[src/rtl/store_checker_table.sv]
// -----------------------------------------------------------------------------
// store_checker_table
// DEPTH x (AW+DW) table of expected stores. One synchronous write port, one
// combinational read port. Asynchronous reset clears every entry.
// Ports:
//   clk, rst_n          clock, async active-low reset
//   we, wr_idx          write strobe and entry index (idx >= DEPTH ignored)
//   wr_addr, wr_data    entry contents to write
//   rd_idx              read index (the checker's match pointer)
//   rd_addr, rd_data    entry at rd_idx, zero when rd_idx >= DEPTH
// -----------------------------------------------------------------------------
module store_checker_table #(
  parameter int AW    = 32,
  parameter int DW    = 32,
  parameter int DEPTH = 4,
  parameter int IDX_W = (DEPTH > 1) ? $clog2(DEPTH) : 1,
  parameter int NUM_W = $clog2(DEPTH + 1)
) (
  input  logic             clk,
  input  logic             rst_n,
  input  logic             we,
  input  logic [IDX_W-1:0] wr_idx,
  input  logic [AW-1:0]    wr_addr,
  input  logic [DW-1:0]    wr_data,
  input  logic [NUM_W-1:0] rd_idx,
  output logic [AW-1:0]    rd_addr,
  output logic [DW-1:0]    rd_data
);

  logic [AW-1:0] addr_r [DEPTH];
  logic [DW-1:0] data_r [DEPTH];
  logic          wr_ok_s;

  // Only indices that address a real entry may be written
  always_comb begin
    wr_ok_s = 1'b0;
    if (we && ({1'b0, wr_idx} < (IDX_W + 1)'(DEPTH))) begin
      wr_ok_s = 1'b1;
    end else begin
      wr_ok_s = 1'b0;
    end
  end

  // Entry storage with asynchronous clear
  always_ff @(posedge clk or negedge rst_n) begin
    if (!rst_n) begin
      for (int i = 0; i < DEPTH; i++) begin
        addr_r[i] <= '0;
        data_r[i] <= '0;
      end
    end else if (wr_ok_s) begin
      addr_r[wr_idx] <= wr_addr;
      data_r[wr_idx] <= wr_data;
    end else begin
      addr_r <= addr_r;
      data_r <= data_r;
    end
  end

  // Combinational read; the pointer can step one past the last entry after
  // the final match, where zeros are returned instead of an out-of-range read
  always_comb begin
    rd_addr = '0;
    rd_data = '0;
    if (rd_idx < NUM_W'(DEPTH)) begin
      rd_addr = addr_r[rd_idx[IDX_W-1:0]];
      rd_data = data_r[rd_idx[IDX_W-1:0]];
    end else begin
      rd_addr = '0;
      rd_data = '0;
    end
  end

endmodule

[config.mk]
export PLATFORM = sky130hd
export DESIGN_NAME = store_checker_table
export DESIGN_NICKNAME = d
export VERILOG_FILES = /design/src/rtl/store_checker_table.sv
export SDC_FILE = /design/constraint.sdc
export NUM_CORES = 1
export LEC_CHECK = 0
export CORE_ASPECT_RATIO = 0.6
export CORE_UTILIZATION = 55
export CTS_BUF_LIST = sky130_fd_sc_hd__clkbuf_8
export DETAILED_ROUTE_END_ITERATION = 8
export PLACE_DENSITY = 0.85
export SETUP_SLACK_MARGIN = 0.15
export SYNTH_ARGS = -nofsm -noshare
export SYNTH_HDL_FRONTEND = slang
export SYNTH_SLANG_ARGS = --single-unit
[constraint.sdc]
create_clock -name clk -period 1.6 [get_ports clk]
set_input_delay 0.24 -clock clk [delete_from_list [all_inputs] [get_ports clk]]
set_output_delay 0.24 -clock clk [all_outputs]
set_load 0.02 [all_outputs]
Yosys cells after proc, flatten, opt, wreduce, memory -nomap -nowiden
Index checks and enable logic that the tools add are counted.
{"block": "word_totals", "register_bits": 256, "latchBits": 0, "ramBits": 0, "mem_bits_ro": 0, "in_bits": 72, "output_inout_bits": 64, "elab_cells": 28, "n_memories": 0}
{"block": "classes", "n_addsub": 0, "multipliers": 0, "n_div": 0, "n_lt_le_gt_ge": 4, "eq_ne": 0, "n_shift": 0, "n_mux": 13, "bitwise_logic": 2, "reduce_logical": 1}
{"operator": "128-bit bitwise mux", "n": 2}
{"operator": "32-bit two-way mux", "n": 7}
{"operator": "32-bit binary-select mux with 2-bit select", "n": 2}
{"operator": "32-bit demux with 2-bit select", "n": 1}
{"operator": "3-bit >= comparator, second input constant", "n": 2}
{"operator": "2-bit inverter with 3-bit output", "n": 2}
{"operator": "3-bit by 1-bit < comparator with 1-bit output, second input constant", "n": 1}
{"operator": "3-bit < comparator, second input constant", "n": 1}
{"operator": "1-bit logical AND", "n": 1}
{"operator": "1-bit two-way mux", "n": 1}

Longest topological paths before layout
{"block": "logic_depth", "ltp_word": 6, "mapped_depth": 4, "mapped_depth_nobuf": 2}

Worst setup path before layout
No wires, ideal clock.
{"block": "synth_timing", "kind": "input to output", "from": "input port rd_idx[0]", "to": "output port rd_addr[10]", "arrival_ns": 1.264, "required_ns": 1.360, "path_slack_ns": 0.096, "stages": 4, "path_buffers": 2, "cell_sequence": "or2_2 > buf_2 > buf_1 > o22ai_1"}
{"block": "synth_between", "elab_chain_len": 5, "elab_cells_between_ends": 6, "classes_between": "1 x order compare; 4 x mux; 1 x bitwise"}
{"element": "start, declared", "line_no": "25", "source": "input logic [NUM_W-1:0] rd_idx,"}
{"element": "2-bit inverter with 3-bit output (not written as such)", "line_no": "66", "source": "rd_addr = addr_r[rd_idx[IDX_W-1:0]];"}
{"element": "32-bit binary-select mux with 2-bit select", "line_no": "66"}
{"element": "32-bit two-way mux (not written as such) (2 in series)", "line_no": "66"}
{"element": "32-bit two-way mux (*)", "line_no": "65", "source": "if (rd_idx < NUM_W'(DEPTH)) begin"}
{"element": "end, declared", "line_no": "26", "source": "output logic [AW-1:0] rd_addr,"}
Every way passes the cells marked *; elsewhere a longest branch is shown, timed or not. The select of a mux whose other input is x is not followed.

Worst setup path after layout
{"block": "layout_timing", "from": "register addr_r[124] in the netlist's numbering", "to": "output port rd_addr[28]"}
{"block": "layout_between", "elab_chain_len": 4}
{"element": "start, declared", "line_no": "30", "source": "logic [AW-1:0] addr_r [DEPTH];"}
{"element": "start signal, assigned by index", "line_no": "52", "source": "addr_r[wr_idx] <= wr_addr;"}
{"element": "start signal, assigned", "line_no": "55", "source": "addr_r <= addr_r;"}
{"element": "32-bit binary-select mux with 2-bit select", "line_no": "66"}
{"element": "32-bit two-way mux (not written as such) (2 in series)", "line_no": "66"}
{"element": "32-bit two-way mux", "line_no": "65"}
Every way passes these cells. The select of a mux whose other input is x is not followed.

==> flow_summary.json <==
{
  "ant_nets": 0,
  "worstPathMaxFanout": 2,
  "synth_top_area_share_pct": 56.2,
  "grt_pass1_vias": 7726,
  "grt_pass1_wl_um": 42800,
  "clkTransAtPathRegs_ps": 60,
  "dp_slack_ps": -808,
  "portBuffers": 135,
  "synth_ff_type": "dfrtp_1",
  "dr_total_vias": 7296,
  "hold_violations": 0,
  "yosys-top-cells-area": "dfrtp_1, mux2_2, mux2i_1, mux2_1, o22ai_1",
  "routed_wl_um": 26500,
  "synth_warnings": 0,
  "combPwrFrac_pct": 22.9,
  "dpl-instance-area_sq_um": 13500,
  "cp-end-kind": "output pin",
  "rows": 40,
  "drtPass1Iterations": 4,
  "reg2reg_to": "addr_r[10]$_DFFE_PN0P_",
  "drive_above_1_share_pct": 46.2,
  "fillers": 1248,
  "grtUsageMet3_pct": 5.88,
  "multiInputGateArea_sq_um": 5020,
  "hp-class": "in2async",
  "status": "finished with violations",
  "ys_seq_area_share_pct": 56.2,
  "synthesis.instances": 765,
  "critical_path_class": "reg2out",
  "synth_fp_nets": 837,
  "h-tree-depth": 2,
  "vias_per_cell": 5.73,
  "cp-startpoint": "addr_r[124]$_DFFE_PN0P_",
  "slowest_delay_ps": 400,
  "clockBufferDepth": 3,
  "area_growth_syn_to_layout_pct": 31.2,
  "setup_viol": 26,
  "worstPathCellList": "mux2i_2 -> o22ai_1 -> buf_2",
  "max_cap_viol_count": 0,
  "critPathSlowestCell": "dfrtp_1",
  "synth_seq_cells": 256,
  "syn-cell-area_sq_um": 11400,
  "crit_end": "rd_addr[28]",
  "die_x_um": 188,
  "cts_made_buffers": 38,
  "cts.sinks": 256,
  "grtUsageMet1_pct": 36.3,
  "fp.dieArea_sq_um": 21300,
  "post-route-util_pct": 74.2,
  "irDropWorstVdd_v": 0.000679,
  "drtIter0Drc": 398,
  "fin_nets": 1044,
  "worst_ep_required_time_ps": 1360,
  "grt_antenna_before_repair": 2,
  "area.sequential_sq_um": 6410,
  "top_usage_layer": "met2",
  "slew_headroom_pct": 70.4,
  "fin_crit_ps": 1700,
  "grt_max_degree": 54,
  "power_frac_seq_pct": 47.4,
  "root_buffer": "clkbuf_8",
  "fin_crit_sh_pct": 107,
  "worst_setup_path_start_kind": "flop",
  "yosysMostFrequentCell": "dfrtp_1",
  "p_per_area_nw_per_um2": 1180,
  "fmax_mhz": 587,
  "grt_usage_pct": 25.9,
  "drc": 0,
  "setup_ws_ps": -104,
  "synth.avg_cell_area_sq_um": 14.9,
  "synth_edf_count": 0,
  "grt.overflow.total": 0,
  "rr_worst_depth": 3,
  "initial_core_util_pct": 56.6,
  "gp_congestion": 0.741,
  "fp.dieH_um": 114,
  "p_clk_share_pct": 29.7,
  "cts_tree": "yes",
  "power_mw": 17.7,
  "clk_latency_ps": 500,
  "p_leak_nw": 6.67,
  "yosysUniqueCellTypes": 15,
  "swShare_pct": 27.6,
  "ioPinCount": 136,
  "gr-usage-met2_pct": 41.2,
  "yosys-top-cells-count": "dfrtp_1, mux2_2, mux2i_1",
  "slew_viol_final": 0,
  "coreArea_sq_um": 20200,
  "violations": "negative setup slack",
  "fin_area_sq_um": 15000,
  "power.internal_mw": 12.8,
  "worst_slew_pin_slew_ps": 444,
  "rsz0062_at_grt": "yes",
  "skew_ps": 0,
  "async_flop_share_pct": 100,
  "r2r_start": "addr_r[10]$_DFFE_PN0P_",
  "p_switching_mw": 4.89,
  "yosys.area.top_type": "dfrtp_1",
  "wl_per_cell_um": 20.8,
  "crit_arrival_ps": 1460,
  "dpl.hpwl_um": 16400,
  "reg2reg_slack_ps": 580
}
[repair_timing]
item / CTS / global route
pin swaps: 28 / 22
hold endpoints to repair: 222 / 0
gates resized for setup: 384 / 34
buffers inserted: 12 / 19
cloned: 4 / 0
hold buffers: 1 / 0
setup endpoints to repair: 64 / 64
[how the worst min path moves through the flow]
stage / start / to / slack, ps / depth (start not counted)
final: rst_n / data_r[39]$_DFFE_PN0P_ / 230 / 2
after global routing: rst_n / data_r[39]$_DFFE_PN0P_ / 230 / 2
after CTS: rst_n / data_r[38]$_DFFE_PN0P_ / 210 / 2
after detailed placement: rst_n / data_r[38]$_DFFE_PN0P_ / 160 / 1
after global placement: rst_n / data_r[38]$_DFFE_PN0P_ / 160 / 1
after floorplan: rst_n / addr_r[0]$_DFFE_PN0P_ / -60 / 0
[metrics by stage]
step | std cells | hold WS (ps) | TNS (ps)
2_1_floorplan | 765 | -55.6 | 0
6_report | 1273 | 229 | -821
4_1_cts | 1253 | 211 | -1240
3_3_place_gp | 1169 | 163 | -90380
5_1_grt | 1272 | 234 | -3570
3_5_place_dp | 1169 | 162 | -98030
[critical path, delay by kind of cell (launching register included)]
kind / cells / cell delay, ps
muxes: 1 / 250
AOI/OAI and AO/OA: 1 / 120
buffers and inverters: 1 / 170
DFF: 1 / 400
[area by class of cell]
class	count	share of cell area (%)
Clock inverter	16	0.435
Timing Repair Buffer	222	16.2
Sequential cell	256	42.8
Clock buffer	51	4.69
Antenna cell	1	0.0167
Tap cell	273	2.28
Multi-Input combinational cell	454	33.5
[power by group through the flow]
stage | Sequential, mW | Clock (mW) | Combinational (mW)
final | 8.40 | 5.26 | 4.07
after detailed placement | 8.42 | 0 | 3.55
after global placement | 8.34 | 0 | 3.45
after CTS | 8.35 | 5.37 | 3.82
after global routing | 8.53 | 5.68 | 4.35
after floorplan | 8.22 | 0 | 2.21
[metal layers]
| metal | vias up | wire length, um | share of wire (%) |
|---|---|---|---|
| met2 | 198 | 12200 | 46 |
| met4 | 2 | 485 | 1.8 |
| met5 | - | 13 | 0.049 |
| met3 | 42 | 1460 | 5.5 |
| met1 | 3790 | 12400 | 47 |
| li1 | 3264 | - | - |
[layout by cell type (no fill, tap or decap), drive strengths merged, types with 2 or more instances in the layout]
cell type / n
mux2i: 128
buf: 154
nand3b: 2
dfrtp: 256
o22ai: 64
clkdlybuf4s50: 67
inv: 14
clkbuf: 51
mux2: 256
[cells by family (layout without fill, tap and decap cells)]
logic type             after synthesis  in the layout  share of synthesized area (%)
AOI/OAI and AO/OA                   64             64                           3.51
DFF                                256            256                           56.2
buffers and inverters               55            289                           3.38
and+or+nand+nor                      6              6                          0.439
other                                0              1                              0
muxes                              384            384                           36.5
[flip-flops by register name (all words and copies together), names as in the netlist]
register,count
addr_r,128
data_r,128
(Power assumes the default switching activity.)
